## src/rtl/jtdsp16_rmove.sv

```systemverilog
// JTDSP16 register-to-register move sequencer: decodes the source unit for the
// read mux, captures the selected value and strobes the destination unit.
module jtdsp16_rmove #(
  parameter int             DW       = 16,
  parameter logic [DW-1:0]  BAD_DATA = 16'h0000
) (
  input  logic          clk,
  input  logic          rst,
  input  logic          cen,
  input  logic          mv_start,
  input  logic [5:0]    src_reg,
  input  logic [5:0]    dst_reg,
  input  logic [DW-1:0] rmux,
  output logic [2:0]    rsel,
  output logic          ready,
  output logic [DW-1:0] rbus,
  output logic [5:0]    dst_addr,
  output logic          we_yaau,
  output logic          we_xaau,
  output logic          we_dau,
  output logic          we_if,
  output logic          done,
  output logic          err,
  output logic          lost
);

  typedef enum logic [1:0] {
    IDLE = 2'd0,
    SEL  = 2'd1,
    WR   = 2'd2
  } state_t;

  localparam logic [2:0] UNIT_YAAU = 3'd0;
  localparam logic [2:0] UNIT_XAAU = 3'd1;
  localparam logic [2:0] UNIT_DAU  = 3'd2;
  localparam logic [2:0] UNIT_IF   = 3'd3;
  localparam logic [2:0] UNIT_NONE = 3'd7;

  // Register code to owning unit; UNIT_NONE marks the unmapped holes 12-15 and 31-63.
  function automatic logic [2:0] unit_of(input logic [5:0] code);
    logic [2:0] unit;
    if (code <= 6'd7)
      unit = UNIT_YAAU;
    else if (code <= 6'd11)
      unit = UNIT_XAAU;
    else if ((code >= 6'd16) && (code <= 6'd23))
      unit = UNIT_DAU;
    else if ((code >= 6'd24) && (code <= 6'd30))
      unit = UNIT_IF;
    else
      unit = UNIT_NONE;
    return unit;
  endfunction

  state_t     state_r, state_nx_s;
  logic       accept_s;
  logic [5:0] dst_r;
  logic       bad_r;
  logic [2:0] src_unit_s, dst_unit_s, wr_unit_s;

  assign src_unit_s = unit_of(src_reg);
  assign dst_unit_s = unit_of(dst_reg);
  assign wr_unit_s  = unit_of(dst_r);
  assign ready      = (state_r == IDLE) || (state_r == WR);

  // State register, advancing only on enabled slots.
  always_ff @(posedge clk or posedge rst) begin
    if (rst)
      state_r <= IDLE;
    else if (cen)
      state_r <= state_nx_s;
    else
      state_r <= state_r;
  end

  // Next-state logic; a new move is accepted from IDLE or from the WR slot.
  always_comb begin
    state_nx_s = state_r;
    accept_s   = 1'b0;
    case (state_r)
      IDLE: begin
        if (mv_start) begin
          accept_s   = 1'b1;
          state_nx_s = SEL;
        end else begin
          state_nx_s = IDLE;
        end
      end
      SEL: state_nx_s = WR;
      WR: begin
        if (mv_start) begin
          accept_s   = 1'b1;
          state_nx_s = SEL;
        end else begin
          state_nx_s = IDLE;
        end
      end
      default: state_nx_s = IDLE;
    endcase
  end

  // Datapath: latch the request on accept, capture rmux and pulse strobes out of SEL.
  always_ff @(posedge clk or posedge rst) begin
    if (rst) begin
      rsel     <= 3'd0;
      rbus     <= {DW{1'b0}};
      dst_addr <= 6'd0;
      dst_r    <= 6'd0;
      bad_r    <= 1'b0;
      we_yaau  <= 1'b0;
      we_xaau  <= 1'b0;
      we_dau   <= 1'b0;
      we_if    <= 1'b0;
      done     <= 1'b0;
      err      <= 1'b0;
      lost     <= 1'b0;
    end else if (cen) begin
      // Pulses last exactly one slot unless re-armed below.
      we_yaau <= 1'b0;
      we_xaau <= 1'b0;
      we_dau  <= 1'b0;
      we_if   <= 1'b0;
      done    <= 1'b0;
      err     <= 1'b0;
      lost    <= (state_r == SEL) && mv_start;
      if (accept_s) begin
        dst_r <= dst_reg;
        bad_r <= (src_unit_s == UNIT_NONE) || (dst_unit_s == UNIT_NONE);
        rsel  <= (src_unit_s == UNIT_NONE) ? 3'd0 : src_unit_s;
      end
      if (state_r == SEL) begin
        rbus     <= bad_r ? BAD_DATA : rmux;
        dst_addr <= dst_r;
        we_yaau  <= !bad_r && (wr_unit_s == UNIT_YAAU);
        we_xaau  <= !bad_r && (wr_unit_s == UNIT_XAAU);
        we_dau   <= !bad_r && (wr_unit_s == UNIT_DAU);
        we_if    <= !bad_r && (wr_unit_s == UNIT_IF);
        done     <= 1'b1;
        err      <= bad_r;
      end
    end
  end

endmodule

```

## config.mk

```make
export PLATFORM = sky130hd
export DESIGN_NAME = jtdsp16_rmove
export DESIGN_NICKNAME = d
export VERILOG_FILES = /design/src/rtl/jtdsp16_rmove.sv
export SDC_FILE = /design/constraint.sdc
export NUM_CORES = 1
export LEC_CHECK = 0
export CORE_MARGIN = 1.5
export CORE_UTILIZATION = 42
export CTS_CLUSTER_SIZE = 14
export DETAILED_ROUTE_END_ITERATION = 7
export PLACE_DENSITY = 0.81
export SYNTH_ARGS = -nofsm -noshare
export SYNTH_HDL_FRONTEND = slang
export SYNTH_SLANG_ARGS = --single-unit
```

## constraint.sdc

```tcl
create_clock -name clk -period 1.77 [get_ports clk]
set_input_delay 0.531 -clock clk [delete_from_list [all_inputs] [get_ports clk]]
set_output_delay 0.531 -clock clk [all_outputs]
set_load 0.01 [all_outputs]
```

Word-level counts from Yosys, hierarchy flattened
Index checks and enable logic that the tools add are counted.
- magnitude comparators: 18
- mux-type cells: 24
- reductions and logical operators: 19
- equal/unequal tests: 7
- operator list (cell ; count):
    3-bit 2-to-1 mux ; 13
    6-bit by 5-bit greater-or-equal comparator with 1-bit output (second input constant) ; 6
    6-bit by 5-bit less-or-equal comparator with 1-bit output (second input constant) ; 6
    6-bit by 3-bit less-or-equal comparator with 1-bit output (second input constant) ; 3
    6-bit by 4-bit less-or-equal comparator with 1-bit output (second input constant) ; 3
    16-bit 2-to-1 mux ; 1
    1-bit logical AND ; 11
    1-bit 2-to-1 mux ; 9
    3-bit by 2-bit == test with 1-bit output (second input constant) ; 2
    3-bit == test (second input constant) ; 2
    2-bit case mux with 2 select lines ; 1
    2-bit AND reduction ; 2
    3-bit by 1-bit == test with 1-bit output (second input constant) ; 1
    3-bit logical NOT ; 1
    2-bit by 1-bit == test with 1-bit output (second input constant) ; 1
    2-bit == test (second input constant) ; 1
    2-bit logical NOT ; 1
    1-bit logical OR ; 2
    2-bit OR reduction ; 1
    1-bit logical NOT ; 1
- bits in registers: 41

Longest topological paths before layout
Gate-level depths: netlist of the first run.
- depth in word-level cells: 9
- depth in mapped cells: 5

Least setup slack after synthesis of the first run
Ideal clock, no wire load.
- path type: input-to-reg
- from: input port cen
- to: register rbus[12]
- buffers on the path: 2
- cell stages on the path: 5
- setup slack: 527 ps
- arrival: 1122 ps
- cell sequence: nand3b_1 > buf_6 > nor2_8 > buf_8 > a22o_1
- word-level cells in the longest chain between the ends: 1
- ends and longest elaborated chain (item ; line ; text):
    start: declaration ; 9 ; input logic cen,
    2-bit AND reduction (no source line) ; - ;
    end signal: assignment ; 106 ; rbus <= {DW{1'b0}};
    end signal: assignment ; 132 ; rbus <= bad_r ? BAD_DATA : rmux;
    end: declaration ; 16 ; output logic [DW-1:0] rbus,
No other way between the ends.
A chain may end at the register's enable or synchronous reset.

==> results of run 1 <==
-- where the power goes --
group | switching, µW | leakage (µW) | internal (µW) | total (µW)
logic | 271 | 0.000629 | 452 | 723
registers | 115 | 0.000519 | 1090 | 1200
clock network | 298 | 0.0000645 | 497 | 795
total | 684 | 0.00121 | 2040 | 2720
-- worst max path at each step --
stage / end / startpoint / slack, ps
2_1_floorplan: bad_r / rst / 320
3_3_place_gp: rbus[1] / cen / -50
3_5_place_dp: rbus[5] / cen / -110
4_1_cts: err / err / 6
5_1_grt: rsel[0] / rsel[0] / 0.3
6_report: done / state_r[1] / 40
-- layout make-up --
class | instances | area, µm²
Clock buffer | 7 | 96.3
Clock inverter | 1 | 30.0
Fill cell | 276 | 1190
Inverter | 9 | 33.8
Multi-Input combinational cell | 58 | 507
Sequential cell | 40 | 1000
Tap cell | 48 | 60.1
Timing Repair Buffer | 70 | 739
-- flip-flops by register name, indices dropped and copies added (netlist names) --
| register | count |
|---|---|
| we_dau | 1 |
| bad_r | 1 |
| dst_addr | 6 |
| err | 1 |
| state_r | 2 |
| we_yaau | 1 |
| we_xaau | 1 |
| rsel | 3 |
| lost | 1 |
| rbus | 16 |
| dst_r | 6 |
| we_if | 1 |
-- repair_timing --
action / in CTS / in global routing
gates resized for setup: 1 / 7
endpoints found under the hold margin: 0 / 0
endpoints found under the setup margin: 1 / 7
setup buffers: 0 / 0
-- cells in the final DEF, fill, tap and decap left out, types with 4 or more instances in the layout --
master / synthesis / final
mux2_4: 4 / 4
nand2_1: 6 / 6
dfrtp_1: 40 / 40
mux2_2: 7 / 7
clkdlybuf4s50_1: 0 / 56
inv_1: 9 / 9
dlymetal6s2s_1: 0 / 7
a32o_1: 5 / 5
a22o_1: 16 / 16
clkbuf_8: 0 / 7
-- metal layers --
metal  wire length [µm]  share of wire (%)  vias up  GRT usage (%)
met3                264                7.3        6           7.12
met4                 36                1.0        0           4.52
li1                   -                  -      549              -
met5                  0                  0        -              0
met1               1510                 42      582           22.7
met2               1790                 50       53           33.2
-- cell families after synthesis --
group,after synthesis,share of synthesized area (%)
AOI/OAI and AO/OA,33,16.9
buffers and inverters,14,5.86
DFF,40,62.5
muxes,11,8.67
and+or+nand+nor,14,6.09
-- per-stage QoR --
step | cell area (µm²) | util [%] | setup WS [ps] | hold WS, ps
floorplan | 1600 | - | 321 | 479
global placement | 2320 | 63.5 | -46.7 | 472
detailed placement | 2320 | 63.5 | -106 | 473
CTS | 2450 | 66.9 | 6.46 | 489
global route | 2470 | 67.4 | 0.327 | 514
finish | 2470 | 67.4 | 42.0 | 474
==> out/metrics.csv, run 1 <==
metric,value,unit
outcome,finished clean,
via_per_inst,5.11,
synth.area.top_cells,"dfrtp_1, a22o_1, mux2_2",
syn_avg_cell_area,14.3,µm²
syn_inst,112,
p_leak,0.00121,µW
cp_slowest_cell,clkdlybuf4s50_1,
grt_max_degree,41,
p_total,2720,µW
synth_ff_type,dfrtp_1,
r2r_start,state_r[1],
pin_count,65,
area_growth,54.1,%
hold_end,dst_addr[3],
crit_buf_inv,1,
drc,0,
yosysUniqueCellTypes,23,
dp_hpwl,2740,µm
gp_congestion,0.729,
hold_start,dst_addr[3],
place_inst,225,
postRouteAntennaNets,0,
worst-path-max-fanout,3,
die_w,64.8,µm
finalCritPeriodShare,97.6,%
synth_enable_flop_cells,0,
fp-row-count,22,
r2r_end,rbus[0],
nets,216,
cts_made_buffers,5,
reg2reg_slack,490,ps
cp_cell_sequence,clkdlybuf4s50_1,
clock_sinks,40,
fmax,0.579,GHz
ys_seq_area_share,62.5,%
fin_crit,1730,ps
slew_headroom,81.1,%
grt_antenna_before_repair,0,
die_y,64.8,µm
clk_pin_slew,80,ps
grt_pass1_wl,6140,µm
cts_tree,done,
die-area,0.00419,mm²
vias,1190,
clock_skew,6.95,ps
start_util,43.7,%
yosys_warnings,0,
postSynth.asyncResetShare,100,%
drtIter0Drc,45,
synth_area,0.00160,mm²
wl_per_cell,15.4,µm
hold_path_class,reg2reg,
worstMarginPinSlew,284,ps
hold_violations,0,
power_per_cell_area,1100,mW/mm²
ys_ff_latch,40,
grt_pass1_vias,1316,
cts_hold_buf,0,
grt-ovfl-total,0,
synth_nets,144,
setup_tns,0,ps
synth_common_cells,"dfrtp_1, a22o_1, inv_1, mux2_2, nand2_1",
drt-pass1-iter-count,4,
synth.most_common_cell,dfrtp_1,
rsz0062_at_grt,false,
yosys.area.top_type,dfrtp_1,
worstHoldPathCells,2,
maxSlewViolCount,0,
crit_path_start_kind,register,
setup_viol,0,
ctsLongestPathBuffers,2,
ir_worst_vdd,0.000695,V
crit_required,1240,ps
end_kind,primary output,
grt_use_total,19.2,%
ctsRootBufferMaster,clkbuf_8,
insertion_delay,290,ps
path_depth,1,
crit_arrival,1200,ps
insertedDiodeCount,0,
finalNonFillerCells,233,
path_delay_family,buffers and inverters,
max_stage_delay,540,ps
port_buffers,64,
worstRegToRegCells,4,
cap_violations,0,
synth_top_area_share,62.5,%
core_area,0.00366,mm²
drive_gt1_share,15.1,%
htreeDepth,2,
worstSetupPathType,reg2out,
finalWirelength,3600,µm
(Power assumes the default switching activity.)
==> run 2: changes to the inputs <==
--- a/config.mk
+++ b/config.mk
@@ -6,10 +6,10 @@
 export NUM_CORES = 1
 export LEC_CHECK = 0
 export CORE_MARGIN = 1.5
-export CORE_UTILIZATION = 42
+export CORE_UTILIZATION = 35
 export CTS_CLUSTER_SIZE = 14
 export DETAILED_ROUTE_END_ITERATION = 7
-export PLACE_DENSITY = 0.81
+export PLACE_DENSITY = 0.7
 export SYNTH_ARGS = -nofsm -noshare
 export SYNTH_HDL_FRONTEND = slang
 export SYNTH_SLANG_ARGS = --single-unit
==> run 2 against run 1 <==
  * First-iteration DRC count grew 44%
  * Via count grew 0.76%
  * Largest power group unchanged
  * Global-route usage shrank 2.5 points
  * Routed wire length grew 6.2%
  * Sequential power is essentially flat
  * Core utilization shrank 11 points
  * Clock power shrank 9.1%
  * Flip-flop and latch count is the same
  * Register-to-register slack lost 40 ps
  * Largest cell class unchanged
  * Critical path depth is the same
  * Sequential share of layout area shrank 0.10 points
==> out/metrics.csv, run 2 (synthesis results as in run 1) <==
metric,value,unit,change
p_leak,0.00134,µW,+10%
worstSetupPathType,reg2out,,
multi_input_area,507,µm²,unchanged
final_design_area_no_fill,0.00247,mm²,+0.25%
met3_length,257,µm,-2.7%
worstRegToRegCells,4,,unchanged
cap_violations,0,,unchanged
ctsLongestPathBuffers,2,,unchanged
fin_crit,1720,ps,-5.00 ps
top_regs,"rbus x16, dst_addr x6, dst_r x6",,
num-fill-cells,368,,+33%
hold_violations,0,,unchanged
hold_path_class,reg2reg,,
via_per_inst,5.06,,-0.94%
drtIter0Drc,65,,+44%
met2_length,1850,µm,+3.2%
die_w,70.6,µm,+9.1%
cp_slowest_cell,clkdlybuf4s50_1,,
wl_met1,1720,µm,+14%
cts_tree,done,,
nets,216,,unchanged
clk_pin_slew,70,ps,about the same
crit_path_start_kind,register,,
slew_headroom,80.6,%,-0.49 points
grt-ovfl-total,0,,unchanged
drc,0,,unchanged
largest_reg_flops,16,,unchanged
wl_per_cell,16.1,µm,+4.4%
setup_viol,0,,unchanged
maxSlewViolCount,0,,unchanged
port_buffers,64,,unchanged
top_register,rbus,,
crit_required,1240,ps,about the same
final_common_cell,clkdlybuf4s50_1,,
fp-row-count,24,,+9.1%
insertedDiodeCount,0,,unchanged
worst-path-max-fanout,2,,-1
finalWirelength,3820,µm,+6.2%
top_layer,met3,,
regArea,0.00100,mm²,unchanged
clock_skew,4.86,ps,-2.09 ps
reg2reg_slack,450,ps,-40 ps
dpl_cell_area,0.00233,mm²,+0.22%
utilization,56.4,%,-11 points
ir_worst_vdd,0.000574,V,-18%
grt_antenna_before_repair,0,,unchanged
cts_made_buffers,5,,unchanged
path_depth,1,,unchanged
power_per_cell_area,1070,mW/mm²,-3.0%
htreeDepth,2,,unchanged
crit_arrival,1190,ps,about the same
finalCritPeriodShare,97.3,%,-0.28 points
max_stage_delay,550,ps,about the same
path_delay_family,buffers and inverters,,
start_util,36.5,%,-7.2 points
grt_max_degree,41,,unchanged
drive_gt1_share,14.6,%,-0.54 points
drt-pass1-iter-count,2,,-2
crit_buf_inv,1,,unchanged
worstHoldPathCells,2,,unchanged
die-area,0.00499,mm²,+19%
pin_count,65,,unchanged
area_growth,54.5,%,
gp_congestion,0.880,,+21%
clock_sinks,40,,unchanged
ctsRootBufferMaster,clkbuf_8,,
worstMarginPinSlew,291,ps,+7.38 ps
grt_use_total,16.7,%,-2.5 points
grt_pass1_vias,1343,,+2.1%
fmax,0.580,GHz,+0.29%
cp_cell_sequence,clkdlybuf4s50_1,,
vias,1199,,+0.76%
dp_hpwl,2800,µm,+2.3%
insertion_delay,290,ps,about the same
final_cell_mix,"clkdlybuf4s50_1, dfrtp_1, a22o_1, dlymetal6s2s_1, inv_1",,
outcome,finished clean,,
postRouteAntennaNets,0,,unchanged
end_kind,primary output,,
rsz0062_at_grt,false,,
grt_pass1_wl,6550,µm,+6.6%
die_y,70.6,µm,+9.1%
core_area,0.00438,mm²,+20%
## run 2: changes by cell type in the layout (fill, tap and decap cells not counted)
cell             delta
clkbuf_1            +1
clkbuf_8            -2
clkdlybuf4s50_1     -8
clkinv_2            +1
dlymetal6s2s_1      +8
## run 2: where the power goes
| group | switching (µW) | total [µW] | internal (µW) |
|---|---|---|---|
| logic | 267 | 712 | 444 |
| registers | 124 | 1210 | 1090 |
| clock network | 304 | 723 | 418 |
## run 2: final cells by class
class / instances / area share [%]
Clock buffer: 6 / 2.93
Clock inverter: 2 / 1.42
Inverter: 9 / 1.37
Multi-Input combinational cell: 58 / 20.5
Sequential cell: 40 / 40.5
Tap cell: 52 / 2.63
Timing Repair Buffer: 70 / 30.7
## run 2: what timing repair did
| item | 4_1_cts | 5_1_grt |
|---|---|---|
| gates resized for setup | 1 | 15 |
| hold buffers | 0 | 0 |
| setup buffers | 0 | 0 |
| endpoints found under the setup margin | 1 | 15 |
## run 2: stage by stage
stage                     hold WS (ps)  setup slack (ps)  total power [µW]  instances  setup TNS, ps
after floorplan                    479               321              1520        112              0
after global placement             470             -26.5              1950        229           -396
after detailed placement           477              -112              1970        229          -2190
after CTS                          499              15.7              2710        237              0
after global routing               517             0.697              2810        237              0
final                              488              47.0              2650        237              0
## run 2: worst reg2reg max path, delay by kind of cell (launching register included)
kind	cells	cell delay, ps
buf+inv	1	190
compound gates	2	400
flops	1	390
simple gates	1	270
## run 2: final timing paths
| check | from | endpoint |
|---|---|---|
| min in group asynchronous | rst | rbus[1] |
| worst max register to register | state_r[0] | rsel[1] |
| worst max-delay path | lost | lost |
| worst min-delay path | dst_addr[3] | dst_addr[3] |
| max in group asynchronous | rst | state_r[0] |
| worst min register to register | dst_addr[3] | dst_addr[3] |
## run 2: metal layers
metal / global-route usage [%] / up-vias
met5: 0 / -
met4: 4.61 / 0
met3: 5.98 / 0
met2: 27.0 / 50
met1: 21.5 / 594
li1: - / 555
==> RTL change (config.mk and constraints of run 1) <==
Re-encode `state_t` (3 states) as one-hot, 3 bits wide.
--- a/src/rtl/jtdsp16_rmove.sv
+++ b/src/rtl/jtdsp16_rmove.sv
@@ -26,6 +26,6 @@
 
-  typedef enum logic [1:0] {
-    IDLE = 2'd0,
-    SEL  = 2'd1,
-    WR   = 2'd2
+  typedef enum logic [2:0] {
+    IDLE = 3'b001,
+    SEL  = 3'b010,
+    WR   = 3'b100
   } state_t;
Formal check against the unedited RTL: same outputs for any inputs over 10 cycles, from zero or initial values and one cycle with rst high; not proved beyond that.
==> RTL change against run 1 <==
Area after synthesis rose by 7.8%; combinational power is 94% higher; sequential cell count rose by 2; sequential power up 28%; worst setup slack better by 0.011 ns; worst hold slack improved by 0.0069 ns; via count is 19% higher; final area is 7.0% higher; power is 31% higher; sequential share of layout area fell by 0.71 points; wire length up 4.9%; critical path depth unchanged; critical endpoint is now dst_addr[3].
==> RTL change: results (changes against run 1) <==
stage,metric,value,unit,change
final_layout,multi-input gates,94,,+62%
worst_setup_path,Max stage delay on crit path,0.55,ns,
synthesis,multiplexer share of the synthesized area,9.06,%,+0.39 points
clock_network,number of H-tree levels,2,,unchanged
power_and_ir_drop,Leak Pwr,1.19,nW,-2.3%
worst_setup_path,RR Startpoint,state_r[2]$_DFFE_PP0P_,,
timing,Final period util,97.0,%,-0.61 points
global_routing,largest net degree at the start of global routing,43,,+4.9%
final_layout,sequential share of cell area,39.9,%,-0.71 points
synthesis,Post-Synth XOR/XNOR Area,0.507,%,+0.51 points
worst_setup_path,"slowest stage cell, crit path",clkdlybuf4s50_1,,
routing,Met1 Routed Length,1650,um,+9.3%
routing,Vias,1415,,+19%
place,HPWL after DPL,2750,um,+0.35%
routing,met2 wire length,1880,um,+5.3%
clock_network,clock sink count,42,,+5.0%
routing,met3 routed WL,216,um,-18%
global_routing,global-route wire length before repair,6050,um,-1.5%
routing,Starting DRT DRC Count,87,,+93%
power_and_ir_drop,Switch Pwr,1.11,mW,+63%
worst_setup_path,R2R setup slack,0.15,ns,-0.34 ns
place,Placed Instances,278,,+24%
routing,WL final,3780,um,+4.9%
final_layout,multi-input logic area,607,um2,+20%
final_layout,fin cells,288,,+24%
final_layout,CLK BUF,7,,unchanged
place,routability cong.,0.827,,+13%
final_layout,fin nets,269,,+25%
synthesis,ranking of synthesized cells by area,"dfrtp_1 59%, mux2_2 8.5%, nand2_1 7.4%, o21ai_0 5.5%, inv_1 2.8%",,
final_layout,layout cells sized above 1,19.3,%,+4.2 points
final_layout,Non-clock inverters,14,,+5
final_layout,clock network area share,3.46,%,-1.7 points
worst_hold_path,hold path start,rbus[8]$_DFFE_PP0P_,,
synthesis,list of most frequent post-synthesis cells,"41 x dfrtp_1, 34 x nand2_1, 19 x o21ai_0",,
worst_setup_path,worst-path fanout max,2,,-1
place,placed cell area,2520,um2,+8.3%
final_layout,Non-clock buffering overhead,29.3,%,-0.63 points
place,worst slack at placement,-0.373,ns,-0.267 ns
global_routing,GRT Total Usage,17.5,%,-1.7 points
synthesis,distinct cell type count after synthesis,28,,+22%
final_layout,Layout Utilization,66.5,%,-0.92 points
clock_network,worst skew pair latency,0.28,ns,
global_routing,grt met2 use,29.3,%,-3.9 points
synthesis,Compound-Gate Fraction of Synth Area,13.1,%,-3.8 points
final_layout,filler cell count,342,,+24%
timing,Hold Worst Slack,0.481,ns,+0.00690 ns
worst_hold_path,Hold Path Sink,rbus[8]$_DFFE_PP0P_,,
global_routing,routing usage on met3,3.89,%,-3.2 points
run_status,outcome,finished clean,,
worst_setup_path,Critical R2R Capture,we_yaau$_DFFE_PP0P_,,
final_layout,Signal buffers,80,,+14%
global_routing,Global Route met1 Usage,23.4,%,+0.66 points
synthesis,Syn Inst Count,157,,+40%
synthesis,"Seq/Total Area, Yosys",60.9,%,-1.6 points
-- RTL change: worst max-delay path by stage --
stage                       startpoint                   to  depth (start not counted)
4_1_cts         state_r[0]$_DFFE_PP1P_                ready                          3
3_5_place_dp                       cen  we_yaau$_DFFE_PP0P_                          4
2_1_floorplan                      rst    bad_r$_DFFE_PP0P_                          1
6_report       dst_addr[3]$_DFFE_PP0P_          dst_addr[3]                          1
3_3_place_gp                       cen  we_yaau$_DFFE_PP0P_                          4
5_1_grt              we_if$_DFFE_PP0P_                we_if                          1
-- RTL change: power groups by stage --
stage	Sequential, mW	Combinational [mW]	Clock [mW]
after floorplan	1.64	0.522	0
after global placement	1.54	1.38	0
after detailed placement	1.55	1.40	0
after CTS	1.54	1.42	0.636
after global routing	1.58	1.53	0.679
final	1.54	1.40	0.617
-- RTL change: timing repair --
item | in CTS | in global routing
resized for setup | 5 | 6
setup buffers | 2 | 0
setup endpoints to repair | 4 | 6
pin swaps | 1 | 0
endpoints found under the hold margin | 0 | 0
